===== src/rtl/ascii_arb_pkg.sv =====
// Shared types and constants for the ASCII transmit arbiter.
// ASCII_ARB_SEP_EN adds the separator state to the state encoding.
package ascii_arb_pkg;

`ifdef ASCII_ARB_SEP_EN
  typedef enum logic [1:0] {StIdle, StGrant, StSep} arb_state_e;
`else
  typedef enum logic [0:0] {StIdle, StGrant} arb_state_e;
`endif

  localparam logic [7:0] SEP_CHAR = 8'h0A;
  localparam int unsigned TMO_WIDTH = 17;

  // Source index width, never narrower than one bit.
  function automatic int unsigned id_width(int unsigned n);
    return (n > 2) ? $clog2(n) : 1;
  endfunction

endpackage


===== src/rtl/rr_priority_picker.sv =====
// Round-robin priority picker: first asserted request searching upward from
// last_grant+1, wrapping from NUM_SRC-1 to 0.
module rr_priority_picker #(
  parameter int unsigned NUM_SRC  = 4,
  parameter int unsigned ID_WIDTH = 2
) (
  input  logic [NUM_SRC-1:0]  req,
  input  logic [ID_WIDTH-1:0] last_grant,
  output logic [ID_WIDTH-1:0] winner,
  output logic                any_req
);

  logic [ID_WIDTH-1:0] idx;

  always_comb begin
    winner  = '0;
    any_req = 1'b0;
    idx     = '0;
    for (int unsigned i = 1; i <= NUM_SRC; i++) begin
      idx = ID_WIDTH'((int'(last_grant) + int'(i)) % int'(NUM_SRC));
      if (!any_req && req[idx]) begin
        any_req = 1'b1;
        winner  = idx;
      end
    end
  end

endmodule


===== src/rtl/ascii_tx_arbiter.sv =====
// Arbitrates packetised ASCII byte streams from NUM_SRC sources onto one UART
// transmit port. Optional macro ASCII_ARB_SEP_EN appends a newline per packet.
module ascii_tx_arbiter
  import ascii_arb_pkg::*;
#(
  parameter int unsigned NUM_SRC        = 4,
  parameter int unsigned TIMEOUT_CYCLES = 65535,
  localparam int unsigned ID_WIDTH      = id_width(NUM_SRC)
) (
  input  logic                  clk,
  input  logic                  rst_n,
  input  logic [NUM_SRC-1:0]    src_valid,
  input  logic [NUM_SRC*8-1:0]  src_data,
  input  logic [NUM_SRC-1:0]    src_last,
  output logic [NUM_SRC-1:0]    src_ready,
  output logic [7:0]            ascii_data,
  output logic                  ascii_valid,
  input  logic                  ascii_ready,
  output logic [ID_WIDTH-1:0]   grant_id,
  output logic                  busy,
  output logic                  timeout_err
);

  localparam logic [TMO_WIDTH-1:0] TMO_LIMIT = TMO_WIDTH'(TIMEOUT_CYCLES);

  arb_state_e           state_q, state_d;
  logic [ID_WIDTH-1:0]  grant_q, grant_d;
  logic [ID_WIDTH-1:0]  last_q, last_d;
  logic [TMO_WIDTH-1:0] cnt_q, cnt_d;
  logic                 tmo_q, tmo_d;

  logic [ID_WIDTH-1:0]  winner;
  logic                 any_req;
  logic                 valid_g, last_g;
  logic [7:0]           data_g;

  rr_priority_picker #(
    .NUM_SRC  (NUM_SRC),
    .ID_WIDTH (ID_WIDTH)
  ) u_picker (
    .req        (src_valid),
    .last_grant (last_q),
    .winner     (winner),
    .any_req    (any_req)
  );

  // Mux of the granted source's byte stream.
  always_comb begin
    valid_g = 1'b0;
    last_g  = 1'b0;
    data_g  = '0;
    for (int unsigned i = 0; i < NUM_SRC; i++) begin
      if (grant_q == ID_WIDTH'(i)) begin
        valid_g = src_valid[i];
        last_g  = src_last[i];
        data_g  = src_data[8*i +: 8];
      end
    end
  end

  always_comb begin
    state_d     = state_q;
    grant_d     = grant_q;
    last_d      = last_q;
    cnt_d       = cnt_q;
    tmo_d       = 1'b0;
    ascii_valid = 1'b0;
    ascii_data  = '0;
    src_ready   = '0;

    unique case (state_q)
      StIdle: begin
        cnt_d = '0;
        if (any_req) begin
          grant_d = winner;
          state_d = StGrant;
        end
      end

      StGrant: begin
        ascii_valid = valid_g;
        ascii_data  = data_g;
        for (int unsigned i = 0; i < NUM_SRC; i++) begin
          src_ready[i] = ascii_ready && (grant_q == ID_WIDTH'(i));
        end
        if (valid_g) begin
          cnt_d = '0;
          if (ascii_ready && last_g) begin
            last_d = grant_q;
`ifdef ASCII_ARB_SEP_EN
            state_d = StSep;
`else
            state_d = StIdle;
`endif
          end
        end else begin
          if (cnt_q != '1) begin
            cnt_d = cnt_q + 1'b1;
          end
          // Stalled source: release the lock without a separator.
          if ((TIMEOUT_CYCLES != 0) && (cnt_d >= TMO_LIMIT)) begin
            tmo_d   = 1'b1;
            last_d  = grant_q;
            state_d = StIdle;
          end
        end
      end

`ifdef ASCII_ARB_SEP_EN
      StSep: begin
        ascii_valid = 1'b1;
        ascii_data  = SEP_CHAR;
        if (ascii_ready) begin
          state_d = StIdle;
        end
      end
`endif

      default: state_d = StIdle;
    endcase
  end

  always_ff @(posedge clk or negedge rst_n) begin
    if (!rst_n) begin
      state_q <= StIdle;
      grant_q <= '0;
      last_q  <= ID_WIDTH'(NUM_SRC - 1);
      cnt_q   <= '0;
      tmo_q   <= 1'b0;
    end else begin
      state_q <= state_d;
      grant_q <= grant_d;
      last_q  <= last_d;
      cnt_q   <= cnt_d;
      tmo_q   <= tmo_d;
    end
  end

  assign grant_id    = grant_q;
  assign busy        = (state_q != StIdle);
  assign timeout_err = tmo_q;

endmodule


===== config.mk =====
export PLATFORM = sky130hd
export DESIGN_NAME = ascii_tx_arbiter
export DESIGN_NICKNAME = d
export VERILOG_FILES = /design/src/rtl/ascii_arb_pkg.sv /design/src/rtl/rr_priority_picker.sv /design/src/rtl/ascii_tx_arbiter.sv
export SDC_FILE = /design/constraint.sdc
export NUM_CORES = 1
export LEC_CHECK = 0
export ABC_AREA = 1
export BUFFER_PORTS_ARGS = -buffer_cell sky130_fd_sc_hd__buf_2
export CELL_PAD_IN_SITES_DETAIL_PLACEMENT = 1
export CELL_PAD_IN_SITES_GLOBAL_PLACEMENT = 1
export CORE_ASPECT_RATIO = 0.8
export CORE_UTILIZATION = 37
export CTS_CLUSTER_DIAMETER = 100
export CTS_CLUSTER_SIZE = 16
export DETAILED_ROUTE_END_ITERATION = 8
export PLACE_DENSITY = 0.88
export SKIP_LAST_GASP = 1
export SLEW_MARGIN = 20
export SYNTH_ARGS = -nofsm -noshare
export SYNTH_HDL_FRONTEND = slang
export SYNTH_SLANG_ARGS = --single-unit

===== constraint.sdc =====
create_clock -name clk -period 2.7 [get_ports clk]
set_input_delay 0.405 -clock clk [delete_from_list [all_inputs] [get_ports clk]]
set_output_delay 0.405 -clock clk [all_outputs]
set_load 0.02 [all_outputs]

==> metrics.md, run 1 <==
| Metric | Value |
|---|---|
| Status | finished, final reports clean |
| Nets | 390 |
| Top-count cell post-synth | nand2_1 |
| Final Hold Vio Count | 0 |
| Vias in the first global route | 2000 |
| Vias per cell | between 5 and 6 |
| Crit Path Class | reg2out |
| Post-CTS Repair Setup Buffers | 0 |
| RSZ-0062 raised after global routing | false |
| Netlist cell types | 35 |
| Flop and latch count out of synthesis | 23 |
| Largest cells by area after synthesis | dfrtp_1 28%, nand2_1 15%, nor2_1 8.8%, a21oi_1 6.7%, inv_1 4.8% |
| Post-synth top area cell | dfrtp_1 |
| Syn Std Cell Area | ~0.0019 sq mm |
| CP endpoint kind | primary output |
| Worst hold path type | in2async |
| Core ar. | between 0.004 and 0.005 sq mm |
| Design Area, Final | about 0.0023 sq mm |
| Die X | 81.6 um |
| Drt drc | 0 |
| Die Span Y | around 66 um |
| Final worst-path cycle share | 0.919 |
| WL final | 6.07 mm |
| Setup_tns | 0 ps |
| Slew @ Worst Pin | roughly 540 ps |
| Fin util | 0.477 |
| Maximum VDD drop | approximately 0.4 mV |
| Startpoint Class | flip-flop |
| Die area | between 0.005 and 0.006 sq mm |
| Largest net degree at the start of global routing | 25 |
| Number of synthesized flops with an enable pin | 0 |
| # H-tree levels | 1 |
| First-pass GRT wire length | 9.64 mm |
| Worst Path Max Fanout | 11 |
| Num CTS Buffers | 3 |
| Crit path time final | ~2500 ps |
| Mapped Nets | between 300 and 400 |
| Clk slew on worst S/H paths | about 90 ps |
| Antenna diodes | 0 |
| Most used DFF post-synth | dfrtp_1 |
| PD cells | roughly 860 mW/mm^2 |
| Dpl hpwl | roughly 5 mm |
| Latest clock arrival within the worst-skew pair | 270 ps |
| Row count | 22 |
| Max-cap violations | 0 |
| PostCTS Resize Cnt | 0 |
| Initial Utilization | 0.396 |
| Via count | approximately 2100 |
| Inst Count DP | around 400 |
| Final setup fails | 0 |
| Final slew viol count | 0 |
| Arrival time at the worst endpoint | 2080 ps |
| Hold Buf Count CTS | 0 |
| Worst Path Required | approximately 2300 ps |
| Leak | 0.00110 uW |
| Drt pass-1 iters | 4 |
| GPL Wtd Cong | about 0.82 |
| Post-synth ARST share | 1.00 |
| Layout cell share with drive strength beyond 1 | 0.255 |
| Synth-to-layout area growth | 20.4% |
| CTS tree | done |
| Clk_skew | roughly 6.3 ps |
| Post-synthesis sequential area ratio | 0.308 |
| Share of the synthesized area in the top cell type | 0.280 |
| Initial antenna violation count | 0 |
| Syn Area/Cell | approximately 6.5 sq um |
| WL/cell | 15.0 um |
| Max Clk Rate | around 0.40 GHz |
| Pwr Total | about 1900 uW |
| Mapped Cells | approximately 290 |
| Relative slew slack | 0.638 |
| IO Pins | 60 |
| Clock Tree Buf Depth | 2 |
| ANT nets after route | 0 |
| Post-synth top cells | 76 x nand2_1, 44 x nor2_1, 25 x a21oi_1 |
| Clock sinks | 23 |
| Final std cells w/o fill | between 400 and 500 |
| All-Layer GR Usage | 0.236 |
| IO Port Bufs | between 50 and 60 |
| Grt total ovfl | 0 |
| Synth warnings | 0 |
| Root Buffer | clkbuf_8 |
| Iter 0 DRT Violations | about 170 |
| Placed instance area | roughly 0.0022 sq mm |
-- state kept, by name (all words and copies together) (netlist names) --
| register | cells |
|---|---|
| last_q | 2 |
| grant_id | 2 |
| busy | 1 |
| cnt_q | 17 |
| timeout_err | 1 |
-- critical path, stage by stage, from the launching register on --
cell and delay [ps]:
dfrtp_1 460, inv_1 230, nor2_1 460, a221o_1 240, o21ai_0 100, a21oi_1 130, buf_2 190
-- placed cells by master (no fill, tap or decap) --
cell type	instances
a21boi_0	1
a21oi_1	25
a221o_1	3
a221oi_1	1
a31oi_1	1
and2_1	1
buf_2	59
clkbuf_8	3
clkinv_1	2
clkinv_2	1
dfrtp_1	21
dfstp_2	2
ha_1	1
inv_1	24
inv_2	7
nand2_1	76
nand2_2	4
nand2_4	1
nand3_1	15
nand3_2	2
nand3_4	1
nand3b_1	1
nand4_1	7
nor2_1	44
nor2_2	4
nor2_4	4
nor3_1	1
o211a_1	1
o211ai_1	3
o21ai_0	14
o21ai_1	4
o21bai_1	2
o221ai_1	3
xnor2_1	2
xor2_1	4
-- per-stage QoR --
stage	setup WS (ps)	hold slack, ps
6_report	219	106
5_1_grt	4.72	130
4_1_cts	209	121
3_5_place_dp	390	418
3_3_place_gp	467	399
2_1_floorplan	788	109
-- cells by family (layout without fill, tap and decap cells) --
logic type      Yosys count  after routing  share of synthesized area
simple gates            161            161                      0.391
xor+xnor                  6              6                     0.0280
buf+inv                  39             96                     0.0841
flops                    23             23                      0.308
compound gates           58             58                      0.182
fa+ha+maj                 1              1                    0.00667
-- worst paths after layout --
path	start	to	slack, ps	depth (start not counted)
setup / recovery	grant_id[0]$_DFFE_PN0P_	ascii_data[0]	220	6
hold / removal	rst_n	cnt_q[8]$_DFF_PN0_	110	1
setup reg to reg	grant_id[0]$_DFFE_PN0P_	last_q[1]$_DFFE_PN1P_	330	11
hold reg to reg	last_q[1]$_DFFE_PN1P_	last_q[1]$_DFFE_PN1P_	560	2
max in group asynchronous	rst_n	last_q[1]$_DFFE_PN1P_	2230	1
min in group clk	last_q[1]$_DFFE_PN1P_	last_q[1]$_DFFE_PN1P_	560	2
-- cell type report --
type	count	area [sq um]
clock inverter	1	5.00
timing repair buffer	59	295
sequential	23	578
multi-input combinational	226	1140
clock buffer	3	41.3
fill	686	2480
inverter	33	124
tap	60	75.1
-- routing by layer --
layer  global-route usage  part of all wire  vias up
li1                     -                 -     1064
met1                0.367              0.51     1009
met2                0.342              0.45       32
met3               0.0361             0.036        4
met4               0.0395            0.0054        0
met5                    0                 0        -
-- power breakdown --
part,switching (uW),leakage (uW),total (uW),internal [uW]
registers,101,0.000304,510,409
logic,824,0.000772,1210,383
clock network,117,0.0000255,221,103
total,1040,0.00110,1940,895
No activity file was read; power rests on OpenSTA's default activity.
==> inputs of run 2 (changes only) <==
MAX_ROUTING_LAYER = met4   (was unset)
==> run 2 against run 1 <==
  * Sequential share of layout area is the same
  * Non-clock buffer count is the same
  * Highest routed layer unchanged
  * Clock power is essentially flat
  * Fmax grew 0.15%
==> metrics.md, run 2 (synthesis results as in run 1) <==
| Metric | Value |
|---|---|
| Status | finished, final reports clean |
| PostCTS Resize Cnt | 0 |
| Post-Place Setup Slack | 390 ps |
| Root Buffer | clkbuf_8 |
| IO Pins | 60 |
| Reg2reg start | grant_id[0]$_DFFE_PN0P_ |
| GPL Wtd Cong | 0.830 |
| Relative slew slack | 0.649 |
| Most common cell after layout, fill and taps aside | nand2_1 |
| Iter 0 DRT Violations | 150 |
| Crit Path Class | reg2out |
| Arrival time at the worst endpoint | approximately 2100 ps |
| Worst Path Max Fanout | 11 |
| Final Hold Vio Count | 0 |
| Clk slew on worst S/H paths | approximately 90 ps |
| Synth-to-layout area growth | 20.4% |
| Grt total ovfl | 0 |
| CTS tree | done |
| PD cells | about 860 mW/mm^2 |
| Via count | 2094 |
| All-Layer GR Usage | 0.242 |
| Dpl hpwl | between 5 and 6 mm |
| Vias in the first global route | approximately 2000 |
| Fin worst setup slack | roughly 220 ps |
| Post-CTS Repair Setup Buffers | 0 |
| Clk_skew | a little over 6 ps |
| Core ar. | approximately 0.0047 sq mm |
| ANT nets after route | 0 |
| Final slew viol count | 0 |
| Maximum VDD drop | between 0.3 and 0.4 mV |
| Leak | approximately 0.0011 uW |
| Drt drc | 0 |
| Worst Path Required | approximately 2300 ps |
| Worst hold path type | in2async |
| Max Clk Rate | between 0.4 and 0.5 GHz |
| Initial Utilization | 0.396 |
| Minimum hold slack | between 100 and 150 ps |
| Hold Buf Count CTS | 0 |
| Max-cap violations | 0 |
| DR top layer | met4 |
| Setup_tns | 0 ps |
| Startpoint Class | flip-flop |
| Clock sinks | 23 |
| Met3 Wirelength | 219 um |
| Fill count | about 690 |
| Most frequent cells in the layout | 76 x nand2_1, 59 x buf_2, 44 x nor2_1 |
| Row count | 22 |
| Clock Tree Buf Depth | 2 |
| WL final | about 6 mm |
| Die X | 81.6 um |
| WL/cell | ~15 um |
| Launch point of the worst path | grant_id[0]$_DFFE_PN0P_ |
| FF-to-FF setup slack | ~350 ps |
| Die Span Y | about 66 um |
| Nets | 390 |
| Antenna diodes | 0 |
| Crit path time final | around 2500 ps |
| First-pass GRT wire length | approximately 9.6 mm |
| Vias per cell | slightly above 5 |
| RSZ-0062 raised after global routing | false |
| Reg2reg path depth | 11 |
| Final worst-path cycle share | 0.917 |
| Met1 WL | just over 3 mm |
| Initial antenna violation count | 0 |
| Biggest register | cnt_q |
| Num CTS Buffers | 3 |
| IO Port Bufs | between 50 and 60 |
| Max reg flops | 17 |
| Reg2reg end | last_q[1]$_DFFE_PN1P_ |
| Drt pass-1 iters | 4 |
| Final setup fails | 0 |
| CP endpoint kind | primary output |
| Largest net degree at the start of global routing | 25 |
| Slew @ Worst Pin | around 530 ps |
| Die area | 0.00536 sq mm |
| Layout cell share with drive strength beyond 1 | 0.255 |
| Latest clock arrival within the worst-skew pair | ~270 ps |
| Met2 WL | approximately 2.7 mm |
| # H-tree levels | 1 |
[run 2: worst max-delay path by stage]
stage | endpoint | slack, ps | cells past startpoint
final | ascii_data[0] | 220 | 6
after global routing | ascii_data[0] | 5 | 6
after CTS | ascii_data[0] | 210 | 6
after detailed placement | last_q[1]$_DFFE_PN1P_ | 390 | 11
after global placement | last_q[1]$_DFFE_PN1P_ | 470 | 11
after floorplan | ascii_data[0] | 790 | 5
[run 2: metrics by stage]
step / util / cell area, sq um / cells / total power (uW)
floorplan: - / 1870 / 288 / 1340
global placement: 0.467 / 2210 / 401 / 1680
detailed placement: 0.467 / 2210 / 401 / 1720
CTS: 0.477 / 2260 / 405 / 1940
global route: 0.477 / 2260 / 405 / 2100
finish: 0.477 / 2260 / 405 / 1940
[run 2: final cells by class]
type | instances | area, sq um | area share
inverters | 33 | 124 | 0.0549
repair buffers | 59 | 295 | 0.131
clock buffers | 3 | 41.3 | 0.0183
clock inverters | 1 | 5.00 | 0.00222
well taps | 60 | 75.1 | 0.0333
multi-input cells | 226 | 1140 | 0.504
flip-flops and latches | 23 | 578 | 0.256
[run 2: power by group]
part	internal, uW	leakage, uW	switching, uW
logic	383	0.000772	824
clock network	103	0.0000255	118
registers	409	0.000304	99.9
total	895	0.00110	1040
[run 2: critical path, cell delays in order, from the launching register on]
cell	delay, ps
dfrtp_1	460
inv_1	220
nor2_1	450
a221o_1	240
o21ai_0	100
a21oi_1	130
buf_2	190
[run 2: layer usage]
layer  global-route usage  vias to the layer above
met1                0.366                      992
li1                     -                     1066
met4               0.0395                        0
met5                    -                        -
met3               0.0361                        4
met2                0.343                       32
==> inputs of run 3 (changes only) <==
PLACE_DENSITY = 0.83   (was 0.88)
==> run 3 against run 2 <==
  * First-iteration DRC count up 13%
  * Flip-flop and latch count unchanged
  * Non-clock buffer count unchanged
  * Critical path depth unchanged
  * Utilization unchanged
  * Critical path type unchanged
  * Highest routed layer unchanged
==> metrics.md, run 3 (synthesis results as in run 1) <==
| Metric | Value |
|---|---|
| Status | finished, final reports clean |
| GR Util met2 | 0.374 |
| Maximum VDD drop | about 0.40 mV |
| IO Pins | 60 |
| Drt pass-1 iters | 4 |
| Hold Buf Count CTS | 0 |
| Crit path time final | roughly 2500 ps |
| Post-CTS Repair Setup Buffers | 0 |
| RSZ-0062 raised after global routing | false |
| Pwr Total | a little under 2000 uW |
| Crit Path Class | reg2out |
| Largest net degree at the start of global routing | 25 |
| Latest clock arrival within the worst-skew pair | around 270 ps |
| Vias in the first global route | 2011 |
| First-pass GRT wire length | just under 10 mm |
| PostCTS Resize Cnt | 0 |
| Die area | about 0.0054 sq mm |
| Critical-path top delay cell | dfrtp_1 |
| PD cells | ~850 mW/mm^2 |
| Final setup fails | 0 |
| # H-tree levels | 1 |
| GR Util met3 | 0.0264 |
| ANT nets after route | 0 |
| Sw Ratio | 0.535 |
| Most common cell after layout, fill and taps aside | nand2_1 |
| Dpl hpwl | approximately 5 mm |
| Seq pwr share | 0.267 |
| Startpoint Class | flip-flop |
| Worst Path Max Fanout | 11 |
| Sw Pwr | roughly 1000 uW |
| CTS tree | done |
| Relative slew slack | 0.639 |
| Max reg flops | 17 |
| Initial antenna violation count | 0 |
| Worst Path Required | about 2300 ps |
| Num CTS Buffers | 3 |
| Arrival time at the worst endpoint | 2090 ps |
| Clk_skew | roughly 5.4 ps |
| Synth-to-layout area growth | 20.4% |
| Slew @ Worst Pin | around 540 ps |
| Leak | around 0.0011 uW |
| Initial Utilization | 0.396 |
| Crit-path leading delay family | compound AO/OA/AOI/OAI gates |
| Core ar. | approximately 0.0047 sq mm |
| Grt total ovfl | 0 |
| Biggest register | cnt_q |
| Final worst-path cycle share | 0.922 |
| Cell-internal power | just under 900 uW |
| WL final | between 6 and 7 mm |
| Die Span Y | around 66 um |
| Row count | 22 |
| GPL Wtd Cong | between 0.8 and 0.9 |
| Antenna diodes | 0 |
| Worst hold path type | in2async |
| Fin util | 0.477 |
| Most frequent cells in the layout | 76 x nand2_1, 59 x buf_2, 44 x nor2_1 |
| Vias per cell | about 5.2 |
| Critical path cell sequence | inv_1 > nor2_1 > a221oi_1 > o21ai_0 > o211a_1 > buf_2 |
| Max Clk Rate | ~0.40 GHz |
| GR Util met1 | 0.348 |
| Root Buffer | clkbuf_8 |
| Final Hold Vio Count | 0 |
| Drt drc | 0 |
| Final slew viol count | 0 |
| Setup_tns | 0 ps |
| Placed instance area | about 0.0022 sq mm |
| Clock sinks | 23 |
| Gr busiest metal | met2 |
| Clk slew on worst S/H paths | ~90 ps |
| Design Area, Final | approximately 0.0023 sq mm |
| Layout cell share with drive strength beyond 1 | 0.255 |
| Clock Tree Buf Depth | 2 |
| Iter 0 DRT Violations | between 150 and 200 |
| All-Layer GR Usage | 0.242 |
| Via count | around 2100 |
| CP endpoint kind | primary output |
| Worst path buffer plus inverter count | 2 |
| Max-cap violations | 0 |
| Die X | slightly above 80 um |
| IO Port Bufs | 59 |
| WL/cell | 15.0 um |
| Clock share of power | 0.116 |
| Minimum hold slack | between 100 and 150 ps |
| Nets | ~400 |
| Max incr delay on CP | roughly 480 ps |
| Combinational Power Share | 0.617 |
[run 3: cell counts in the layout (fill, tap and decap cells not counted)]
No cell type changed its count.
[run 3: power groups by stage]
stage | registers (uW) | logic [uW] | clock network (uW)
after floorplan | 493 | 850 | 0
after global placement | 514 | 1170 | 0
after detailed placement | 517 | 1190 | 0
after CTS | 511 | 1190 | 229
after global routing | 523 | 1330 | 236
final | 514 | 1190 | 224
[run 3: path summary, 6_finish.rpt]
check | startpoint | to | slack (ps) | cells after the start
max | grant_id[0]$_DFFE_PN0P_ | ascii_data[7] | 210 | 6
min in group clk | last_q[1]$_DFFE_PN1P_ | last_q[1]$_DFFE_PN1P_ | 530 | 2
min | rst_n | cnt_q[8]$_DFF_PN0_ | 100 | 1
min reg2reg | last_q[1]$_DFFE_PN1P_ | last_q[1]$_DFFE_PN1P_ | 530 | 2
max in group asynchronous | rst_n | last_q[1]$_DFFE_PN1P_ | 2230 | 1
max reg2reg | grant_id[0]$_DFFE_PN0P_ | last_q[1]$_DFFE_PN1P_ | 400 | 11
[run 3: cell type report]
class                           instances  area (sq um)
Tap cell                               60          75.1
Inverter                               33           124
Clock buffer                            3          41.3
Fill cell                             664          2480
Multi-Input combinational cell        226          1140
Sequential cell                        23           578
Clock inverter                          1          5.00
Timing Repair Buffer                   59           295
[run 3: per-layer routing]
layer  vias to the layer above  part of all wire  routed length [um]
li1                       1064                 -                   -
met1                      1013              0.50                3040
met2                        32              0.47                2830
met3                         2             0.031                 189
met4                         0            0.0036                  22
met5                         -                 0                   0
[run 3: metrics by stage]
step | setup slack, ps | cells
floorplan | 788 | 288
global placement | 517 | 401
detailed placement | 448 | 401
CTS | 239 | 405
global route | 66.4 | 405
finish | 210 | 405
[run 3: worst reg2reg max path, cell delays in order (launching register included)]
cell and delay (ps):
dfrtp_1 480, inv_1 230, nor2_1 480, nand2_1 100
nand4_1 180, nor2_1 90, inv_2 270, nor2_2 80
clkinv_1 100, nand3_2 100, nand2_1 80, nand2_1 50
